===== config.mk =====
export PLATFORM = sky130hd
export DESIGN_NAME = uart_tx_arbiter
export DESIGN_NICKNAME = d
export VERILOG_FILES = /design/src/rtl/uart_tx_arbiter.sv
export SDC_FILE = /design/constraint.sdc
export NUM_CORES = 1
export LEC_CHECK = 0
export BUFFER_PORTS_ARGS = -buffer_cell sky130_fd_sc_hd__clkbuf_2
export CAP_MARGIN = 20
export CORE_MARGIN = 1
export CORE_UTILIZATION = 40
export CTS_CLUSTER_DIAMETER = 100
export CTS_CLUSTER_SIZE = 24
export DETAILED_ROUTE_END_ITERATION = 16
export GPL_ROUTABILITY_DRIVEN = 1
export PLACE_DENSITY = 0.8
export SLEW_MARGIN = 0
export SYNTH_ARGS = -nofsm -noshare
export SYNTH_HDL_FRONTEND = slang
export SYNTH_SLANG_ARGS = --single-unit
export TNS_END_PERCENT = 5

===== constraint.sdc =====
create_clock -name clk -period 1.45 [get_ports clk]
set_input_delay 0.29 -clock clk [delete_from_list [all_inputs] [get_ports clk]]
set_output_delay 0.29 -clock clk [all_outputs]
set_load 0.05 [all_outputs]

===== src/rtl/uart_tx_arbiter.sv =====
// Round-robin arbiter sharing one uart_tx serializer between N_REQ producers.
// Define UART_ARB_HDR_EN to send an 8'hA0|id header byte ahead of each data byte.
module uart_tx_arbiter #(
    parameter int N_REQ = 4,
    parameter int ID_W  = 2
) (
    input  logic                 clk,
    input  logic                 rst,
    input  logic [N_REQ-1:0]     req_i,
    input  logic [8*N_REQ-1:0]   data_i,
    output logic [N_REQ-1:0]     ack_o,
    output logic [ID_W-1:0]      grant_id_o,
    output logic                 busy_o,
    output logic                 tx_start_o,
    output logic [7:0]           tx_data_o,
    input  logic                 tx_done_i
);

    typedef enum logic [2:0] {
        S_IDLE,
        S_START,
        S_WAIT,
`ifdef UART_ARB_HDR_EN
        S_HDR_START,
        S_HDR_WAIT,
`endif
        S_ACK
    } state_t;

    state_t          state;
    state_t          state_nx;
    logic [ID_W-1:0] last_grant;
    logic [ID_W-1:0] grant_q;
    logic [7:0]      data_q;
    logic [ID_W-1:0] pick_id;
    logic [ID_W-1:0] cand;
    logic            pick_hit;

    // Search upward from last_grant+1; ID_W-bit add wraps modulo N_REQ.
    always_comb begin
        pick_id  = '0;
        pick_hit = 1'b0;
        cand     = '0;
        for (int i = 1; i <= N_REQ; i++) begin
            cand = last_grant + ID_W'(i);
            if (!pick_hit && req_i[cand]) begin
                pick_hit = 1'b1;
                pick_id  = cand;
            end
        end
    end

    always_ff @(posedge clk) begin
        if (rst) begin
            state <= S_IDLE;
        end else begin
            state <= state_nx;
        end
    end

    always_ff @(posedge clk) begin
        if (rst) begin
            last_grant <= ID_W'(N_REQ - 1);
            grant_q    <= '0;
            data_q     <= 8'h00;
        end else begin
            if (state == S_IDLE && pick_hit) begin
                grant_q <= pick_id;
                data_q  <= data_i[{pick_id, 3'b000} +: 8];
            end
            if (state == S_ACK) begin
                last_grant <= grant_q;
            end
        end
    end

    always_comb begin
        state_nx   = state;
        tx_start_o = 1'b0;
        tx_data_o  = data_q;
        ack_o      = '0;
        unique case (state)
            S_IDLE: begin
                if (pick_hit) begin
`ifdef UART_ARB_HDR_EN
                    state_nx = S_HDR_START;
`else
                    state_nx = S_START;
`endif
                end
            end
            S_START: begin
                tx_start_o = 1'b1;
                state_nx   = S_WAIT;
            end
            S_WAIT: begin
                if (tx_done_i) begin
                    state_nx = S_ACK;
                end
            end
`ifdef UART_ARB_HDR_EN
            S_HDR_START: begin
                tx_start_o = 1'b1;
                tx_data_o  = 8'hA0 | 8'(grant_q);
                state_nx   = S_HDR_WAIT;
            end
            S_HDR_WAIT: begin
                tx_data_o = 8'hA0 | 8'(grant_q);
                if (tx_done_i) begin
                    state_nx = S_START;
                end
            end
`endif
            S_ACK: begin
                ack_o[grant_q] = 1'b1;
                state_nx       = S_IDLE;
            end
            default: begin
                state_nx = S_IDLE;
            end
        endcase
    end

    assign busy_o     = (state != S_IDLE);
    assign grant_id_o = grant_q;

endmodule


== After elaboration in Yosys (flattened, before gate mapping) ==
Cells that the tools add are included.

* Bits in registers: 15
* Bits of input ports: 39
* Logic and storage cells: 53

* Add/sub/neg operators: 3
* $lt $le $gt $ge: 6
* Equal/unequal tests: 5
* Shift operators: 1
* Multiplexer cells: 23
* Reduce and logical (&&, ||, !) cells: 11

{| class="wikitable"
|+ Operators with widths
! kind !! number
|-
| indexed part select 32 x 6 -> 8 bit || 1
|-
| < comparator 2 x 3 -> 1 bit (second input constant) || 5
|-
| 2-to-1 mux 1 bit || 10
|-
| case mux 3 bit (3 select lines) || 1
|-
| binary-select mux 1 bit (select 2 bit) || 4
|-
| 2-to-1 mux 2 bit || 4
|-
| equality test 3 x 2 -> 1 bit (second input constant) || 2
|-
| 2-to-1 mux 3 bit || 2
|-
| logical AND 1 bit || 5
|-
| adder 2 bit (second input constant) || 2
|-
| 2-to-1 mux 4 bit || 1
|-
| != test 2 bit (second input constant) || 2
|-
| equality test 3 x 1 -> 1 bit (second input constant) || 1
|-
| zero test 1 bit || 3
|-
| zero test 3 bit || 1
|-
| nonzero test 3 bit || 1
|-
| adder 2 x 1 -> 2 bit (second input constant) || 1
|-
| demux 1 bit (select 2 bit) || 1
|-
| >= comparator 2 x 1 -> 1 bit (second input constant) || 1
|-
| AND reduction 2 bit || 1
|}

== Longest topological paths before layout ==
* Depth after elaboration: 15
* Mapped depth: 8
* Gate-level depth less buffers: 7

== Least setup slack after synthesis ==
OpenSTA, ideal clock, no wires.

* Path kind: flip-flop to output port
* From: register state[0]
* To: output ack_o[0]
* Arrival time: 1.765 ns
* Required time: 1.160 ns
* Setup slack: -0.605 ns
* Cell stages (with the launch flop): 3
* Cells stage by stage: dfxtp_1 -> ha_1 -> nor3b_1

* Longest elaborated chain between the ends: 2

{| class="wikitable"
|+ RTL lines
! what !! RTL line !! source
|-
| start, declared || 30 || <nowiki>state_t state;</nowiki>
|-
| start signal, assigned || 57 || <nowiki>state <= state_nx;</nowiki>
|-
| equality test 3 x 2 -> 1 bit || 82 || <nowiki>unique case (state)</nowiki>
|-
| 2-to-1 mux 4 bit || 82 ||
|-
| end, declared || 11 || <nowiki>output logic [N_REQ-1:0] ack_o,</nowiki>
|}

Every way passes these cells.

== Worst setup path after layout ==
* From: register last_grant[1]
* To: register data_q[0], in the netlist tx_data_o[0]

* Longest elaborated chain between the ends: 14
* Elaborated cells on any way between the ends: 27
* Classes of those cells: add/sub: 3; shift: 1; mux: 16; reduce/logical: 7

{| class="wikitable"
|+ RTL lines
! what !! RTL line !! source
|-
| start, declared || 32 || <nowiki>logic [ID_W-1:0] last_grant;</nowiki>
|-
| start signal, assigned || 63 || <nowiki>last_grant <= ID_W'(N_REQ - 1);</nowiki>
|-
| start signal, assigned || 72 || <nowiki>last_grant <= grant_q;</nowiki>
|-
| adder 2 x 1 -> 2 bit || 45 || <nowiki>cand = last_grant + ID_W'(i);</nowiki>
|-
| binary-select mux 1 bit (select 2 bit) || 46 || <nowiki>if (!pick_hit && req_i[cand]) begin</nowiki>
|-
| 2-to-1 mux 1 bit (implied by the code) || 46 ||
|-
| 2-to-1 mux 1 bit || 46 ||
|-
| zero test 1 bit || 46 ||
|-
| logical AND 1 bit || 46 ||
|-
| 2-to-1 mux 1 bit || 46 ||
|-
| zero test 1 bit || 46 ||
|-
| logical AND 1 bit || 46 ||
|-
| 2-to-1 mux 1 bit || 46 ||
|-
| zero test 1 bit || 46 ||
|-
| logical AND 1 bit || 46 ||
|-
| 2-to-1 mux 2 bit or 2-to-1 mux 1 bit (tied branches) || 46 ||
|-
| indexed part select 32 x 6 -> 8 bit or logical AND 1 bit (tied branches) || 69, 67 ||
|-
| end signal, assigned || 69 || <nowiki>data_q <= data_i[{pick_id, 3'b000} +: 8];</nowiki>
|-
| end, declared || 34 || <nowiki>logic [7:0] data_q;</nowiki>
|}

Several ways; a longest one is shown, not always the timed one. The select of a mux whose other input is x is not followed.
A chain may end at the register's enable or synchronous reset.

==> summary.txt <==
Status
  – Status: complete, but fails checks
  – Failing checks: setup timing

Synth
  – Syn Area/Cell: 8.96 um2
  – Count of cell types in the netlist: 31
  – Async SR Flop Fraction: 0
  – Syn nets: roughly 160
  – #FFs+latches synth: 14
  – Yosys warnings: 0
  – Post-Syn Instances: 114
  – EDFF count, synth: 0
  – Synth Flop Type: dfxtp_1
  – Syn Std Cell Area: 1020 um2
  – Register area share after synthesis: 0.275

Detailed routing
  – Pre-Repair DR Iteration Count: 4
  – DR DRC count: 0
  – Total wire length: 3140 um
  – Violation count after the first detailed-route iteration: 19
  – Mean number of vias per cell: ~5.3
  – DR WL/cell: 14.7 um
  – Detailed-route via count: 1122
  – Final ANT Viol Nets: 0

Run
  – Max Cap Viol: 0

STA
  – Hold Fails Final Rpt: 0
  – Clock Skew: 0.00360 ns
  – Fmax: 626 MHz
  – Final setup fails: 12
  – Relative slew slack: 0.773
  – Crit path time final: approximately 1.6 ns
  – Pins Over Slew Limit: 0
  – Fin Hold WS: about 0.32 ns
  – Least-Margin Pin Slew: 0.340 ns
  – Period utilization: 1.10
  – Final worst slack: -0.147 ns
  – RSZ-0062 raised after global routing: yes

Finish
  – Nets: ~230
  – Final core occ: 0.736
  – Area Growth Syn to Fin: 67.0%
  – Layout cells sized above 1: 0.627
  – Antenna Cells: 0
  – Storage cell area: 285 um2
  – FILL cells: 172
  – Area of the multi-input gates: 811 um2

Setup path
  – Critical path buffer and inverter count: 1
  – Critical Path Sink Type: flop
  – Top delay family on crit path: multiplexers
  – Slowest stage cell on the critical path: or3b_1
  – Worst Path Required: 1.67 ns
  – CP Launch Type: flop
  – Critical path cell sequence: or3b_1 -> o311a_1 -> buf_6 -> mux2i_1 -> mux2_4 -> o21ai_2
  – Worst EP arrival: 1.82 ns
  – Worst Path Class, Setup: flop to flop
  – Crit Path Max Fanout: 8
  – Max incr delay on CP: 0.37 ns

Power
  – Combinational power share: 0.693
  – Switching share of power: 0.476
  – Internal power consumption: 1.57 mW
  – Clk network pwr share: 0.096
  – Leakage power: just under 0.8 nW
  – Power share of the sequential group: 0.212
  – Power density cells: between 1500 and 2000 nW/um2
  – Net switching power: 1.43 mW
  – Worst vdd ir: 0.00158 V

GRT
  – Met3 Use GR: 0.0493
  – Gr busiest metal: met2
  – Pin count of the biggest net entering global routing: 16
  – First-pass GRT wire length: 4620 um
  – Met1 Track Usage GR: 0.239
  – Gr ovfl total: 0
  – GR Util met2: 0.439
  – Initial antenna violation count: 0
  – Vias in the first global route: about 1100
  – Gr usage total: 0.229

Clocking
  – Clock slew at reported path FFs: 0.09 ns
  – Inserted Clock Buffers: 3
  – Post-CTS setup buffer count: 0
  – Worst-case clock buffer depth: 2
  – Sink Count: 14
  – Hold_buf cts: 0
  – Clock latency on the worst-skew pair: 0.28 ns
  – H-tree depth: 1
  – CTS root buf: clkbuf_4
  – TritonCTS clock tree: done

Placement
  – I/O Buffers: 54
  – DP HPWL: ~2300 um
  – Dpl ws: -0.241 ns
  – Gpl congestion: 0.707

Floorplanning
  – Die height: 52.5 um
  – Die Width: 52.5 um
  – Core area: 2320 um2
  – Starting density of the core: 0.440
  – I/O Pins: 55
  – Site Rows: 17
  – Die area: 2760 um2

Hold path
  – Hold WC Path Type: input port to flop
## kinds of logic after synthesis
| logic type | synth area share |
|---|---|
| AND/OR/NAND/NOR | 0.259 |
| multiplexers | 0.201 |
| AO/OA/AOI/OAI | 0.150 |
| flip-flops | 0.275 |
| buffers and inverters | 0.0674 |
| adder cells (fa/ha/maj) | 0.0490 |
## tightest hold or removal path, stage by stage
cell	delay, ns
clkbuf_2	0.07
mux2i_1	0.07
o221ai_2	0.14
## state kept, by name (all words and copies together) (netlist names)
name,count
tx_data_o,8
last_grant,2
grant_id_o,2
state,2
## layer usage
metal | vias up | share of wire
met4 | 0 | 0.011
met1 | 514 | 0.39
met3 | 4 | 0.057
li1 | 558 | -
met2 | 46 | 0.54
met5 | - | 0
## Yosys cell counts, drive strengths merged (4+ instances only)
library cell | n | area, um2
nand3 | 5 | 25.0
nand3b | 5 | 37.5
nor3b | 9 | 67.6
o221ai | 4 | 60.1
mux2 | 4 | 45.0
ha | 4 | 50.1
dfxtp | 14 | 280
mux2i | 16 | 160
inv | 6 | 22.5
nor2 | 8 | 30.0
nand2 | 5 | 18.8
nor2b | 4 | 25.0
buf | 6 | 46.3
o21ai | 7 | 35.0
## timing repair
action,CTS,global route
gates resized for setup,23,18
setup endpoints to repair,15,15
pin swaps,2,3
## power groups by stage
stage / Combinational [mW] / Clock, mW / Sequential (mW)
2_1_floorplan: 0.971 / 0 / 0.969
3_3_place_gp: 1.76 / 0 / 0.619
3_5_place_dp: 1.83 / 0 / 0.629
4_1_cts: 1.94 / 0.288 / 0.630
5_1_grt: 2.19 / 0.317 / 0.649
6_report: 2.08 / 0.287 / 0.636
## worst paths after layout
path / start / to / slack [ns] / cells after the start
worst min-delay path: data_i[19] / tx_data_o[3] / 0.32 / 3
worst max register to register: last_grant[1] / tx_data_o[0] / -0.15 / 6
worst min register to register: tx_data_o[2] / tx_data_o[2] / 0.48 / 2
worst max-delay path: last_grant[1] / tx_data_o[0] / -0.15 / 6
## final cells by class
cell class,count,area share
Multi-Input combinational cell,88,0.475
Timing Repair Buffer,73,0.300
Sequential cell,14,0.167
Clock buffer,4,0.0213
Tap cell,28,0.0205
Inverter,6,0.0154
## cell usage in the layout, fill, tap and decap left out, types with 2 or more instances in the layout
cell,count
dfxtp_2,4
mux2i_1,16
clkbuf_2,48
mux2_4,2
nand3_1,5
buf_4,12
inv_2,2
clkbuf_8,2
a21oi_1,2
o221ai_2,4
nand2_1,5
nor2b_1,4
nor2_1,7
nor3b_2,8
clkbuf_4,3
nand2b_1,2
nand3b_1,5
mux2_2,2
buf_6,6
o21ai_1,2
o21ai_2,4
buf_12,2
buf_8,4
inv_1,3
dfxtp_1,10
ha_4,2
## metrics by stage
stage / TNS (ns) / cells / instance area, um2 / total power [mW]
after global routing: -2.02 / 213 / 1710 / 3.16
after CTS: -1.36 / 213 / 1650 / 2.85
after global placement: -1.20 / 209 / 1520 / 2.38
after detailed placement: -1.65 / 209 / 1520 / 2.46
final: -1.29 / 213 / 1710 / 3.00
after floorplan: -1.87 / 114 / 1110 / 1.94
No activity file was read; power rests on OpenSTA's default activity.
